[src/rtl/multdiv_pkg.sv]
// ----------------------------------------------------------------------------
// multdiv_pkg
//   Shared definitions for the iterative multiply/divide unit:
//     state_t      - FSM state encoding (IDLE, BUSY, DONE)
//     exc_cause_t  - reason a result carries the exception flag
//     is_exception - collapses a cause into the single exception output bit
// ----------------------------------------------------------------------------
package multdiv_pkg;

  typedef enum logic [1:0] {
    ST_IDLE = 2'd0,
    ST_BUSY = 2'd1,
    ST_DONE = 2'd2
  } state_t;

  typedef enum logic [1:0] {
    EXC_NONE     = 2'd0,
    EXC_MUL_OVF  = 2'd1,  // signed product does not fit in WIDTH bits
    EXC_DIV_ZERO = 2'd2,  // divisor was zero
    EXC_DIV_OVF  = 2'd3   // most-negative / -1
  } exc_cause_t;

  function automatic logic is_exception(input exc_cause_t cause);
    return cause != EXC_NONE;
  endfunction

endpackage

[src/rtl/multdiv_sign_fix.sv]
// ----------------------------------------------------------------------------
// multdiv_sign_fix
//   Conditional two's-complement negation. Used both to take operand
//   magnitudes (negate = operand sign bit) and to restore the sign of the
//   unsigned product/quotient (negate = sign_a ^ sign_b).
//   The magnitude of the most-negative value comes out as 2**(W-1), which is
//   the correct unsigned magnitude.
//
// Ports
//   value  in  W  input word
//   negate in  1  1 = output the two's-complement negation of value
//   fixed  out W  value or -value
// ----------------------------------------------------------------------------
module multdiv_sign_fix #(
  parameter int W = 32
) (
  input  logic [W-1:0] value,
  input  logic         negate,
  output logic [W-1:0] fixed
);

  assign fixed = negate ? ((~value) + W'(1)) : value;

endmodule

[src/rtl/multdiv_unit.sv]
// ----------------------------------------------------------------------------
// multdiv_unit
//   Iterative signed multiply / divide. One accepted operation at a time;
//   multiply is shift-add on magnitudes, divide is restoring division on
//   magnitudes, one bit per cycle, with the sign restored on the way into DONE.
//
//   Latency: result_valid is visible in the cycle WIDTH+1 cycles after the
//   cycle in which start was accepted (WIDTH iteration edges, the last of
//   which enters DONE with the sign-fixed result).
//
// Configuration
//   MULTDIV_EARLY_OUT_EN  when defined, multiply with a zero operand or divide
//                         by zero skips the iteration and goes IDLE->DONE on
//                         the accept edge. Result/exception values are the
//                         same in both builds.
//
// Ports
//   clock        in   1      rising-edge clock
//   reset        in   1      synchronous active-high reset
//   start        in   1      request; accepted only while IDLE
//   op_div       in   1      1 = divide, 0 = multiply
//   operand_a    in   WIDTH  multiplicand / dividend (signed)
//   operand_b    in   WIDTH  multiplier / divisor (signed)
//   tag_in       in   TAG_W  destination tag
//   flush        in   1      abort any in-flight operation
//   busy         out  1      FSM not IDLE
//   result_valid out  1      one-cycle pulse in DONE
//   result       out  WIDTH  product low bits or quotient
//   exception    out  1      overflow / divide-by-zero / MIN/-1
//   tag_out      out  TAG_W  tag captured at accept
// ----------------------------------------------------------------------------
module multdiv_unit
  import multdiv_pkg::*;
#(
  parameter int WIDTH = 32,
  parameter int TAG_W = 5
) (
  input  logic             clock,
  input  logic             reset,
  input  logic             start,
  input  logic             op_div,
  input  logic [WIDTH-1:0] operand_a,
  input  logic [WIDTH-1:0] operand_b,
  input  logic [TAG_W-1:0] tag_in,
  input  logic             flush,
  output logic             busy,
  output logic             result_valid,
  output logic [WIDTH-1:0] result,
  output logic             exception,
  output logic [TAG_W-1:0] tag_out
);

  localparam int                CNT_W    = $clog2(WIDTH);
  localparam logic [CNT_W-1:0]  LAST_IT  = CNT_W'(WIDTH - 1);
  localparam logic [WIDTH-1:0]  MOST_NEG = {1'b1, {(WIDTH-1){1'b0}}};

  // --------------------------------------------------------------------------
  // State and operation registers
  // --------------------------------------------------------------------------
  state_t           state;
  logic [CNT_W-1:0] iter_cnt;
  logic [WIDTH-1:0] mag_a;       // multiplicand magnitude (multiply addend)
  logic [WIDTH-1:0] mag_b;       // divisor magnitude
  logic [WIDTH-1:0] acc_hi;      // product high half / partial remainder
  logic [WIDTH-1:0] acc_lo;      // multiplier shifted out / dividend->quotient
  logic             op_div_q;
  logic             neg_q;       // final result must be negated
  logic             div_zero_q;
  logic             div_ovf_q;
  logic [TAG_W-1:0] tag_q;

  // --------------------------------------------------------------------------
  // Operand magnitudes, taken from the raw inputs at accept
  // --------------------------------------------------------------------------
  logic [WIDTH-1:0] mag_a_in;
  logic [WIDTH-1:0] mag_b_in;

  multdiv_sign_fix #(.W(WIDTH)) u_abs_a (
    .value  (operand_a),
    .negate (operand_a[WIDTH-1]),
    .fixed  (mag_a_in)
  );

  multdiv_sign_fix #(.W(WIDTH)) u_abs_b (
    .value  (operand_b),
    .negate (operand_b[WIDTH-1]),
    .fixed  (mag_b_in)
  );

  logic early_out;
  logic div_zero_in;
  logic div_ovf_in;

  assign div_zero_in = (operand_b == '0);
  assign div_ovf_in  = (operand_a == MOST_NEG) && (operand_b == '1);

`ifdef MULTDIV_EARLY_OUT_EN
  assign early_out = op_div ? div_zero_in
                            : ((operand_a == '0) || div_zero_in);
`else
  assign early_out = 1'b0;
`endif

  // --------------------------------------------------------------------------
  // One iteration step (multiply or divide) on the accumulator pair
  // --------------------------------------------------------------------------
  logic [WIDTH:0]   mul_sum;
  logic [WIDTH:0]   div_shift;
  logic             div_take;
  logic [WIDTH-1:0] div_rem;
  logic [WIDTH-1:0] acc_hi_next;
  logic [WIDTH-1:0] acc_lo_next;

  // NOTE: every signal written in an always_comb gets a value on every path
  // (here via defaults at the top); a missed path would infer a latch.
  always_comb begin
    mul_sum     = {1'b0, acc_hi} + (acc_lo[0] ? {1'b0, mag_a} : '0);
    div_shift   = {acc_hi, acc_lo[WIDTH-1]};
    div_take    = (div_shift >= {1'b0, mag_b});
    div_rem     = WIDTH'(div_shift - {1'b0, mag_b});
    acc_hi_next = mul_sum[WIDTH:1];
    acc_lo_next = {mul_sum[0], acc_lo[WIDTH-1:1]};
    if (op_div_q) begin
      // Restoring step: keep the trial subtraction only if it did not borrow.
      acc_hi_next = div_take ? div_rem : div_shift[WIDTH-1:0];
      acc_lo_next = {acc_lo[WIDTH-2:0], div_take};
    end
  end

  // --------------------------------------------------------------------------
  // Sign fixup of the final step's value, registered on the edge into DONE
  // --------------------------------------------------------------------------
  logic [2*WIDTH-1:0] prod_fixed;
  logic [WIDTH-1:0]   quot_fixed;

  multdiv_sign_fix #(.W(2*WIDTH)) u_fix_prod (
    .value  ({acc_hi_next, acc_lo_next}),
    .negate (neg_q),
    .fixed  (prod_fixed)
  );

  multdiv_sign_fix #(.W(WIDTH)) u_fix_quot (
    .value  (acc_lo_next),
    .negate (neg_q),
    .fixed  (quot_fixed)
  );

  exc_cause_t       cause;
  logic [WIDTH-1:0] final_result;
  logic             prod_hi_ones;
  logic             prod_hi_zeros;

  // The signed product fits in WIDTH bits only when its top WIDTH+1 bits are
  // a pure sign extension.
  assign prod_hi_ones  = &prod_fixed[2*WIDTH-1:WIDTH-1];
  assign prod_hi_zeros = ~|prod_fixed[2*WIDTH-1:WIDTH-1];

  always_comb begin
    cause        = EXC_NONE;
    final_result = prod_fixed[WIDTH-1:0];
    if (op_div_q) begin
      final_result = quot_fixed;
      if (div_zero_q) begin
        cause        = EXC_DIV_ZERO;
        final_result = '0;
      end else if (div_ovf_q) begin
        // Magnitude quotient 2**(WIDTH-1) with positive sign already wraps
        // to the most-negative pattern, which is the required result.
        cause = EXC_DIV_OVF;
      end
    end else if (!prod_hi_ones && !prod_hi_zeros) begin
      cause = EXC_MUL_OVF;
    end
  end

  exc_cause_t early_cause;
  assign early_cause = op_div ? EXC_DIV_ZERO : EXC_NONE;

  // --------------------------------------------------------------------------
  // FSM, datapath registers and registered outputs
  // --------------------------------------------------------------------------
  // NOTE: sequential state uses non-blocking assignments only, so every
  // register samples the pre-edge values regardless of statement order.
  // NOTE: only control state and outputs are reset; the operand and
  // accumulator registers are always loaded at accept before being read.
  always_ff @(posedge clock) begin
    if (reset) begin
      state        <= ST_IDLE;
      iter_cnt     <= '0;
      busy         <= 1'b0;
      result_valid <= 1'b0;
      result       <= '0;
      exception    <= 1'b0;
      tag_out      <= '0;
    end else begin
      result_valid <= 1'b0;
      if (flush) begin
        state    <= ST_IDLE;
        iter_cnt <= '0;
        busy     <= 1'b0;
      end else begin
        case (state)
          ST_IDLE: begin
            if (start) begin
              op_div_q   <= op_div;
              neg_q      <= operand_a[WIDTH-1] ^ operand_b[WIDTH-1];
              div_zero_q <= div_zero_in;
              div_ovf_q  <= div_ovf_in;
              tag_q      <= tag_in;
              mag_a      <= mag_a_in;
              mag_b      <= mag_b_in;
              acc_hi     <= '0;
              acc_lo     <= op_div ? mag_a_in : mag_b_in;
              iter_cnt   <= '0;
              busy       <= 1'b1;
              if (early_out) begin
                state        <= ST_DONE;
                result       <= '0;
                exception    <= is_exception(early_cause);
                tag_out      <= tag_in;
                result_valid <= 1'b1;
              end else begin
                state <= ST_BUSY;
              end
            end
          end

          ST_BUSY: begin
            acc_hi   <= acc_hi_next;
            acc_lo   <= acc_lo_next;
            iter_cnt <= iter_cnt + 1'b1;
            if (iter_cnt == LAST_IT) begin
              state        <= ST_DONE;
              result       <= final_result;
              exception    <= is_exception(cause);
              tag_out      <= tag_q;
              result_valid <= 1'b1;
            end
          end

          ST_DONE: begin
            state    <= ST_IDLE;
            iter_cnt <= '0;
            busy     <= 1'b0;
          end

          default: begin
            state    <= ST_IDLE;
            iter_cnt <= '0;
            busy     <= 1'b0;
          end
        endcase
      end
    end
  end

endmodule

[config.mk]
export PLATFORM = sky130hd
export DESIGN_NAME = multdiv_unit
export DESIGN_NICKNAME = d
export VERILOG_FILES = /design/src/rtl/multdiv_pkg.sv /design/src/rtl/multdiv_sign_fix.sv /design/src/rtl/multdiv_unit.sv
export SDC_FILE = /design/constraint.sdc
export NUM_CORES = 1
export LEC_CHECK = 0
export BUFFER_PORTS_ARGS = -buffer_cell sky130_fd_sc_hd__clkbuf_2
export CAP_MARGIN = 25
export CORE_ASPECT_RATIO = 1.2
export CORE_MARGIN = 4
export CORE_UTILIZATION = 50
export DETAILED_ROUTE_END_ITERATION = 10
export GPL_TIMING_DRIVEN = 0
export PLACE_DENSITY_LB_ADDON = 0.15
export SLEW_MARGIN = 20
export SYNTH_ARGS = -nofsm -noshare
export SYNTH_HDL_FRONTEND = slang
export SYNTH_SLANG_ARGS = --single-unit
[constraint.sdc]
create_clock -name clock -period 9.6 [get_ports clock]
set_input_delay 0.96 -clock clock [delete_from_list [all_inputs] [get_ports clock]]
set_output_delay 0.96 -clock clock [all_outputs]
set_load 0.1 [all_outputs]
==> results of run 1 <==
==> where the power goes <==
| group | switching [W] | internal (W) | leakage, nW | total [W] |
|---|---|---|---|---|
| sequential | 0.0000180 | 0.000888 | 1.65 | 0.000906 |
| clock | 0.000316 | 0.000438 | 0.305 | 0.000754 |
| combinational | 0.000317 | 0.000179 | 4.76 | 0.000496 |
| total | 0.000651 | 0.00150 | 6.72 | 0.00216 |
==> flip-flops by register name, summed over array words and instances, names as in the netlist, 2 cells and up <==
register,count
acc_lo,32
tag_out,5
state,2
mag_a,32
iter_cnt,5
result,32
tag_q,5
acc_hi,32
mag_b,32
==> worst max path at each step <==
stage	slack, ns	startpoint	end	cells after the start
6_report	0.56	op_div_q	exception	21
5_1_grt	0.22	op_div_q	exception	21
4_1_cts	0.24	op_div_q	exception	22
3_5_place_dp	0.25	op_div_q	exception	22
3_3_place_gp	-0.31	reset	busy	5
2_1_floorplan	1.96	reset	div_ovf_q	4
==> area by class of cell <==
type,instances,share of cell area
Multi-Input combinational cell,1398,0.565
Sequential cell,184,0.295
Timing Repair Buffer,121,0.0383
Clock buffer,18,0.0250
Tap cell,390,0.0285
Inverter,73,0.0160
Clock inverter,14,0.0112
Buffer,87,0.0213
==> critical path, stage by stage (launching register included) <==
cell	delay [ns]
edfxtp_1	0.32
buf_4	0.20
buf_2	0.52
clkbuf_1	0.58
clkbuf_1	0.64
buf_1	0.59
clkbuf_1	0.60
clkdlybuf4s15_1	0.76
mux2i_1	0.44
ha_1	0.23
o21ai_0	0.22
or2_2	0.42
nor3_1	0.43
nand4_1	0.23
nor2_1	0.53
nor4b_1	0.43
a311oi_1	0.15
a2111oi_0	0.79
nand3_1	0.21
nor4_1	0.29
nand4b_1	0.13
and3_1	0.19
==> cells by family (layout without fill, tap and decap cells) <==
kind of cell,count (synthesis),after routing,share of synthesized area
fa+ha+maj,72,72,0.0597
xor+xnor,150,150,0.0857
flops,184,184,0.330
mux,107,107,0.0707
buf+inv,161,313,0.0415
compound gates,467,467,0.211
simple gates,602,602,0.202
==> cell usage in the layout, fill, tap and decap left out, types with 16 or more instances in the layout <==
| master | netlist | layout |
|---|---|---|
| o211ai_1 | 22 | 22 |
| dfxtp_1 | 47 | 47 |
| xnor2_1 | 97 | 97 |
| or3_1 | 17 | 17 |
| a22oi_1 | 34 | 34 |
| xor2_1 | 53 | 53 |
| a21o_1 | 24 | 24 |
| o21a_1 | 17 | 17 |
| nor3_1 | 56 | 56 |
| ha_1 | 70 | 70 |
| edfxtp_1 | 137 | 137 |
| nand2b_1 | 22 | 22 |
| nand2_1 | 131 | 131 |
| o31ai_1 | 30 | 30 |
| clkbuf_16 | 0 | 17 |
| clkbuf_1 | 63 | 63 |
| clkbuf_2 | 1 | 113 |
| and2_1 | 47 | 47 |
| nor2_1 | 145 | 144 |
| a31oi_1 | 16 | 16 |
| and3_1 | 22 | 22 |
| nor4_1 | 17 | 17 |
| inv_1 | 72 | 72 |
| nand3_1 | 34 | 34 |
| o21ai_0 | 95 | 95 |
| mux2i_1 | 97 | 97 |
| nand4_1 | 30 | 30 |
| a21oi_1 | 88 | 88 |
==> per-layer routing <==
metal,GRT usage,vias up,part of all wire
met2,0.535,660,0.48
li1,-,6839,-
met5,0,-,0
met3,0.0406,145,0.068
met1,0.388,6971,0.40
met4,0.165,0,0.054
==> repair_timing <==
| action | in CTS | in global routing |
|---|---|---|
| setup endpoints to repair | 0 | 1 |
| endpoints found under the hold margin | 0 | 0 |
| resized for setup | 0 | 1 |
==> metrics by stage <==
stage	util	setup slack, ns	setup TNS (ns)	std cells
finish	0.572	0.558	0	2285
detailed placement	0.551	0.254	0	2253
global placement	0.547	-0.309	-21.00	2244
global route	0.572	0.218	0	2285
CTS	0.572	0.238	0	2285
floorplan	-	1.96	0	1743
==> impl_metrics.json, run 1 <==
{
  "outcome": "completed",
  "antenna_found_initial": 1,
  "initial_core_util": 0.512,
  "hold_path_class": "reg -> reg",
  "maxSlewHeadroom": 0.273,
  "syn-mean-instance-area_um2": 8.80,
  "cts.path.max_buffers": 2,
  "cp.required_ns": 9.94,
  "netlist_area_um2": 15300,
  "tightest_slew_ns": 1.09,
  "port_buffers": 111,
  "drc": 0,
  "hold_depth": 2,
  "cts.clk_slew.worst_paths_ns": 0.07,
  "overflow": 0,
  "p_leak_nw": 6.72,
  "synthFlopType": "edfxtp_1",
  "crit_path_max_fanout": 19,
  "synth_cells": 1743,
  "gp_congestion": 0.970,
  "synth_most_common_cell": "nor2_1",
  "timing_hold_violations_final": 0,
  "synthDominantCellAreaShare": 0.268,
  "whs_endpoint": "tag_out[1]",
  "r2r_end": "exception",
  "path_class": "reg -> reg",
  "drt_iter0_markers": 1251,
  "grt_first_pass_wirelength_um": 80600,
  "grt_pass1_vias": 14000,
  "ir_drop_mv": 0.118,
  "htree_levels": 4,
  "drive_above_1_share": 0.115,
  "cts.sinks": 184,
  "total_power_w": 0.00216,
  "ios": 114,
  "firstDrtPassIters": 5,
  "ff2ff_path_depth": 21,
  "coreArea_um2": 30000,
  "max_freq_ghz": 0.111,
  "synth_edf_count": 137,
  "multi_input_area_um2": 9670,
  "grt_usage": 0.313,
  "yosys-top-cells-area": "edfxtp_1, mux2i_1, dfxtp_1",
  "critPathCaptureType": "flip-flop",
  "yosys_warnings": 0,
  "clock_skew_ns": 0.00876,
  "finalMaxSlewViolations": 0,
  "die_area_um2": 33500,
  "routed_wl_um": 54200,
  "antenna_cells": 0,
  "synth_nets": 1889,
  "synth_common_cells": "nor2_1, edfxtp_1, nand2_1",
  "clk-insertion-delay-late_ns": 0.44,
  "cts_hold_buf": 0,
  "die_h_um": 200,
  "netlist-cell-type-count": 88,
  "placed_cell_area_um2": 16500,
  "ys_seq_area_frac": 0.330,
  "fp.dieW_um": 168,
  "final_area_um2": 17100,
  "viasPerCell": 6.40,
  "root_buffer": "clkbuf_16",
  "cp.arrival_ns": 9.38,
  "min_from": "tag_out[1]",
  "maxCapViolCount": 0,
  "holdWs_ns": 0.454,
  "rr_startpoint": "op_div_q",
  "vias": 14600,
  "cts_setup_buffers": 0,
  "grt_start_max_net_pins": 26,
  "rsz0062_at_grt": "no",
  "yosys.area.top_type": "edfxtp_1",
  "cts_buffers": 17,
  "synth_seq_cells": 184,
  "regArea_um2": 5050,
  "num_rows": 69,
  "ant_nets": 0,
  "wl_per_cell_um": 23.7,
  "critPathLaunchType": "flip-flop",
  "hpwlAfterDp_um": 43900,
  "nFillCells": 2733,
  "async_flop_share": 0,
  "finalCriticalPeriod_ns": 9.04,
  "finalCritPeriodShare": 0.942,
  "area_growth_pct": 11.7,
  "power.density_nw_per_um2": 126,
  "regToRegSetupSlack_ns": 0.56,
  "cts_tree": "built",
  "final_nets": 2028,
  "setup_viol": 0
}
(Power assumes the default switching activity.)
==> inputs of run 2 (changes only) <==
--- a/config.mk
+++ b/config.mk
@@ -5,12 +5,12 @@
 export SDC_FILE = /design/constraint.sdc
 export NUM_CORES = 1
 export LEC_CHECK = 0
-export BUFFER_PORTS_ARGS = -buffer_cell sky130_fd_sc_hd__clkbuf_2
 export CAP_MARGIN = 25
 export CORE_ASPECT_RATIO = 1.2
 export CORE_MARGIN = 4
 export CORE_UTILIZATION = 50
 export DETAILED_ROUTE_END_ITERATION = 10
+export DONT_BUFFER_PORTS = 1
 export GPL_TIMING_DRIVEN = 0
 export PLACE_DENSITY_LB_ADDON = 0.15
 export SLEW_MARGIN = 20
==> constraint.sdc (replaced) <==
create_clock -name clock -period 10.1 [get_ports clock]
set_input_delay 1.01 -clock clock [delete_from_list [all_inputs] [get_ports clock]]
set_output_delay 1.01 -clock clock [all_outputs]
set_load 0.1 [all_outputs]
==> run 2 against run 1 <==
Net effect: via count is 3.4% lower; clock skew is 0.0054 ns higher; combinational power is 11% lower; largest power group unchanged; count of clock-buffer cells in the layout is 4 higher.
==> impl_metrics.json, run 2 (synthesis results as in run 1) <==
{
  "outcome": "completed",
  "rr_startpoint": "op_div_q",
  "ir_drop_mv": 0.146,
  "finalCriticalPeriod_ns": 9.72,
  "initial_core_util": 0.512,
  "ant_nets": 0,
  "clock_skew_ns": 0.0142,
  "p_switching_w": 0.000590,
  "final_common_cell": "nor2_1",
  "tightest_slew_ns": 1.16,
  "rsz0062_at_grt": "no",
  "cp.arrival_ns": 10.04,
  "routed_wl_um": 53400,
  "crit_chain": "buf_4, buf_2, clkbuf_1, clkbuf_1, clkbuf_1, buf_1, clkbuf_1, buf_1, mux2i_1, ha_1, o21ai_0, or2_2, nor3_1, nand4_1, nor2_1, nor4b_1, a311oi_1, a2111oi_0, nand3_1, nor4_1, nand4b_1, and3_1",
  "regToRegSetupSlack_ns": 0.38,
  "ff2ff_path_depth": 22,
  "root_buffer": "clkbuf_16",
  "vias": 14100,
  "p_leak_nw": 6.20,
  "hold_depth": 2,
  "drc": 0,
  "grt_use_met3": 0.0750,
  "cts_hold_buf": 0,
  "startpoint": "op_div_q",
  "grt_use_met2": 0.524,
  "setup_viol": 0,
  "cp.required_ns": 10.41,
  "grt_pass1_vias": 13800,
  "power_frac_seq": 0.446,
  "p_clk_frac": 0.325,
  "cts.clk_slew.worst_paths_ns": 0.07,
  "power.density_nw_per_um2": 117,
  "grt_usage": 0.308,
  "num_rows": 69,
  "cp-endpoint": "exception",
  "grt.busiest_layer": "met2",
  "crit_path_max_fanout": 10,
  "min_from": "tag_q[1]",
  "ctsResizeCount": 0,
  "final_area_um2": 16500,
  "crit_path_frequent_cell": "clkbuf_1",
  "cts_tree": "built",
  "max_freq_ghz": 0.103,
  "r2r_end": "exception",
  "cts_buffers": 17,
  "firstDrtPassIters": 6,
  "path_class": "reg -> reg",
  "cts_setup_buffers": 0,
  "clk-insertion-delay-late_ns": 0.44,
  "hold_path_class": "reg -> reg",
  "cts.sinks": 184,
  "htree_levels": 4,
  "ios": 114,
  "placed_cell_area_um2": 15900,
  "maxSlewHeadroom": 0.225,
  "overflow": 0,
  "nFillCells": 2809,
  "hpwlAfterDp_um": 43100,
  "intPower_w": 0.00134,
  "maxCapViolCount": 0,
  "fp.dieW_um": 168,
  "die_area_um2": 33500,
  "grt_first_pass_wirelength_um": 79600,
  "cts.path.max_buffers": 2,
  "port_buffers": 0,
  "antenna_found_initial": 0,
  "drive_above_1_share": 0.0577,
  "critPathCaptureType": "flip-flop",
  "grt_util_met1": 0.371,
  "coreArea_um2": 30000,
  "p_comb_frac": 0.229,
  "grt_start_max_net_pins": 26,
  "gp_congestion": 0.971,
  "crit_slowest_cell": "buf_1",
  "final_cell_mix": "nor2_1, edfxtp_1, nand2_1, mux2i_1, xnor2_1",
  "timing_hold_violations_final": 0,
  "drt_iter0_markers": 1428,
  "cpPeakStageDelay_ns": 0.77,
  "critPathLaunchType": "flip-flop",
  "tns_ns": 0,
  "die_h_um": 200,
  "finalCritPeriodShare": 0.962,
  "swShare": 0.306,
  "finalMaxSlewViolations": 0,
  "final_nets": 1918,
  "viasPerCell": 6.49,
  "total_power_w": 0.00193,
  "wl_per_cell_um": 24.5,
  "area_growth_pct": 7.69
}
## run 2: cell count changes in the layout (fill, tap and decap cells not counted), moves of 2 or more
cell	previous run	this run
clkbuf_1	63	66
clkinv_4	1	5
bufinv_16	4	0
clkbuf_2	113	1
clkinv_1	1	3
inv_6	4	0
clkinv_2	4	1
## run 2: power by group through the flow
stage | logic [W] | clock network, W | registers [W]
3_5_place_dp | 0.000428 | 0 | 0.000877
3_3_place_gp | 0.000420 | 0 | 0.000881
4_1_cts | 0.000431 | 0.000634 | 0.000860
6_report | 0.000442 | 0.000628 | 0.000861
5_1_grt | 0.000477 | 0.000666 | 0.000862
2_1_floorplan | 0.000313 | 0 | 0.000873
## run 2: worst min-delay path by stage
| stage | end |
|---|---|
| after global routing | tag_out[1] |
| after CTS | tag_out[1] |
| after detailed placement | tag_out[1] |
| after floorplan | tag_out[0] |
| final | tag_out[1] |
| after global placement | tag_out[4] |
## run 2: critical path, delay by kind of cell (launching register included)
| kind | cells | cell delay [ns] |
|---|---|---|
| and+or+nand+nor | 9 | 2.93 |
| DFF | 1 | 0.32 |
| AOI/OAI and AO/OA | 3 | 1.12 |
| buffers and inverters | 8 | 4.51 |
| adders and majority gates | 1 | 0.24 |
| muxes | 1 | 0.45 |
## run 2: metrics by stage
stage	util	hold slack [ns]	std cells	setup slack, ns
after floorplan	-	0.471	1743	2.41
after global placement	0.528	0.477	2133	0.115
after detailed placement	0.532	0.490	2142	0.691
after CTS	0.551	0.506	2174	0.678
after global routing	0.551	0.534	2175	0.354
final	0.551	0.501	2176	0.379
## run 2: per-layer routing
metal	routed length, µm	vias to the layer above
met5	0	-
met4	2590	0
met3	4840	126
met2	25400	664
met1	20500	6729
li1	-	6598
## run 2: final cells by class
class,count,area (µm²),share of cell area
Timing Repair Buffer,10,111,0.00674
Inverter,73,274,0.0166
Buffer,88,363,0.0220
Antenna cell,1,2.50,0.000152
Sequential cell,184,5050,0.306
Tap cell,390,488,0.0296
Clock buffer,22,475,0.0288
Clock inverter,10,70.1,0.00424
Multi-Input combinational cell,1398,9670,0.586
==> inputs of run 3 (changes only) <==
--- a/config.mk
+++ b/config.mk
@@ -16,4 +16,5 @@
 export SLEW_MARGIN = 20
 export SYNTH_ARGS = -nofsm -noshare
 export SYNTH_HDL_FRONTEND = slang
+export SYNTH_HIERARCHICAL = 1
 export SYNTH_SLANG_ARGS = --single-unit
==> run 3 against run 2 <==
Net effect: combinational power is 7.9% higher; clock skew is 0.0012 ns lower; first-iteration DRC count is 6.9% higher; final cell count is 2.1% higher; worst hold slack better by 0.0014 ns; flip-flop and latch count stayed put; via count is 4.8% higher; sequential share of layout area is 1.2 points lower; core utilization is 0.45 points lower; sequential power hardly changed; synthesized cell count is 1.9% higher; largest cell class unchanged.
==> impl_metrics.json, run 3 <==
{
  "async_flop_share": 0,
  "synth_edf_count": 137,
  "drt_iter0_markers": 1526,
  "critPathCaptureType": "flip-flop",
  "p_leak_nw": 5.90,
  "crit_family": "compound AO/OA/AOI/OAI gates",
  "cp.arrival_ns": 7.29,
  "setup_viol": 0,
  "swShare": 0.323,
  "cts.sinks": 184,
  "holdWs_ns": 0.503,
  "final_nets": 1953,
  "cts.path.max_buffers": 2,
  "power_frac_seq": 0.434,
  "maxCapViolCount": 0,
  "final_area_um2": 17200,
  "total_power_w": 0.00198,
  "cpPeakStageDelay_ns": 0.60,
  "ant_nets": 0,
  "yosys-top-cells-area": "edfxtp_1, xnor2_1, dfxtp_1",
  "p_comb_frac": 0.241,
  "synth_common_cells": "xnor2_1, nand2_1, edfxtp_1",
  "hold_path_class": "reg -> reg",
  "antenna_found_initial": 0,
  "gp_congestion": 1.01,
  "yosys_warnings": 6,
  "ios": 114,
  "nFillCells": 2903,
  "p_switching_w": 0.000639,
  "synthDominantCellAreaShare": 0.257,
  "final_common_cell": "xnor2_1",
  "synth_nets": 1922,
  "cts.clk_slew.worst_paths_ns": 0.07,
  "grt_usage": 0.322,
  "fp.dieW_um": 171,
  "synth_cells": 1776,
  "hpwlAfterDp_um": 45900,
  "firstDrtPassIters": 6,
  "die_h_um": 204,
  "crit_chain": "ha_1, a21oi_1, nand2_1, a31o_2, a21o_1, a41o_2, a41oi_4, buf_4, a21oi_1, clkbuf_4, or3_1, nor4_2, nand4_4, buf_6, o31ai_4, xnor2_1, nor4_1, nand4_1, nor4_1, a21oi_1, o221ai_1, a21oi_1",
  "finalMaxSlewViolations": 0,
  "syn-mean-instance-area_um2": 9.00,
  "cts_buffers": 17,
  "coreArea_um2": 31400,
  "viasPerCell": 6.66,
  "placed_cell_area_um2": 16600,
  "critPathLaunchType": "flip-flop",
  "cts_setup_buffers": 0,
  "final_core_util": 0.547,
  "synth_most_common_cell": "xnor2_1",
  "antenna_cells": 0,
  "path_class": "reg -> reg",
  "max_freq_ghz": 0.143,
  "overflow": 0,
  "crit_path_frequent_cell": "a21oi_1",
  "port_buffers": 0,
  "placed_cells": 2188,
  "clk-insertion-delay-late_ns": 0.44,
  "crit_slowest_cell": "nor4_2",
  "finalCritPeriodShare": 0.692,
  "timing_hold_violations_final": 0,
  "ys_seq_area_frac": 0.316,
  "grt_pass1_vias": 14300,
  "drive_above_1_share": 0.0885,
  "synth_seq_cells": 184,
  "vias": 14800,
  "drc": 0,
  "root_buffer": "clkbuf_16",
  "rsz0062_at_grt": "no",
  "wl_per_cell_um": 25.6,
  "htree_levels": 4,
  "finalCriticalPeriod_ns": 6.99,
  "initial_core_util": 0.508,
  "grt_first_pass_wirelength_um": 86100,
  "power.density_nw_per_um2": 115,
  "clock_skew_ns": 0.0130,
  "die_area_um2": 34900,
  "crit_path_max_fanout": 10,
  "netlist_area_um2": 16000,
  "routed_wl_um": 56900,
  "final_cell_mix": "xnor2_1, nand2_1, edfxtp_1, o21ai_0, nor2_1",
  "path_buf_inv": 3,
  "ctsResizeCount": 0,
  "outcome": "completed",
  "p_clk_frac": 0.324,
  "cts_hold_buf": 0,
  "cp.required_ns": 10.40,
  "cts_tree": "built",
  "synthFlopType": "edfxtp_1",
  "ir_drop_mv": 0.104,
  "netlist-cell-type-count": 84,
  "tightest_slew_ns": 1.02,
  "area_growth_pct": 7.59,
  "yosys.area.top_type": "edfxtp_1",
  "maxSlewHeadroom": 0.319,
  "num_rows": 71,
  "grt_start_max_net_pins": 25,
  "intPower_w": 0.00134,
  "stdcell_count": 2221
}
## run 3: cell count changes after synthesis, sizes merged, moves of 27 or more
cell,delta
o21ai,+32
a22oi,-33
xnor2,+86
o41ai,+27
nor2,-36
a221oi,+29
nor4,+39
xor2,-28
mux2i,-44
## run 3: area by class of cell
type / instances / area, µm² / share of cell area
sequential: 184 / 5050 / 0.294
multi-input combinational: 1437 / 10300 / 0.599
timing repair buffer: 12 / 150 / 0.00873
inverter: 63 / 236 / 0.0138
tap: 401 / 502 / 0.0292
buffer: 92 / 397 / 0.0231
clock inverter: 14 / 119 / 0.00691
clock buffer: 18 / 429 / 0.0250
## run 3: routing by layer
layer / part of all wire / up-vias / global-route usage / routed length [µm]
met3: 0.084 / 142 / 0.0664 / 4770
met2: 0.49 / 781 / 0.550 / 27700
li1: - / 6756 / - / -
met4: 0.047 / 0 / 0.133 / 2670
met1: 0.38 / 7112 / 0.394 / 21800
met5: 0 / - / 0 / 0
## run 3: per-stage QoR
step	setup slack, ns	setup TNS, ns
2_1_floorplan	2.41	0
3_3_place_gp	-0.347	-23.02
3_5_place_dp	3.25	0
4_1_cts	3.22	0
5_1_grt	2.84	0
6_report	3.11	0
## run 3: power groups by stage
stage / Clock (W) / Combinational, W / Sequential [W]
finish: 0.000642 / 0.000477 / 0.000860
global route: 0.000680 / 0.000511 / 0.000861
CTS: 0.000648 / 0.000466 / 0.000859
detailed placement: 0 / 0.000463 / 0.000876
global placement: 0 / 0.000452 / 0.000880
floorplan: 0 / 0.000335 / 0.000872
## run 3: worst paths after layout
path                                    to  cells after the start      start  slack (ns)
worst max-delay path             exception                     22  acc_hi[3]        3.11
worst max register to register   exception                     22  acc_hi[3]        3.11
worst min-delay path            tag_out[2]                      2   tag_q[2]        0.50
worst min register to register  tag_out[2]                      2   tag_q[2]        0.50
## run 3: logic make-up after synthesis
family / share of synthesized area
DFF: 0.316
buffers and inverters: 0.0396
xor gates and xnor gates: 0.114
muxes: 0.0550
AOI/OAI and AO/OA: 0.211
adders and majority gates: 0.0573
and+or+nand+nor: 0.207
## run 3: worst reg2reg max path, delay by kind of cell, from the launching register on
family / cells / cell delay (ns)
AOI/OAI and AO/OA: 10 / 2.72
and+or+nand+nor: 7 / 2.31
buffers and inverters: 3 / 0.90
DFF: 1 / 0.44
adders and majority gates: 1 / 0.37
xor gates and xnor gates: 1 / 0.12
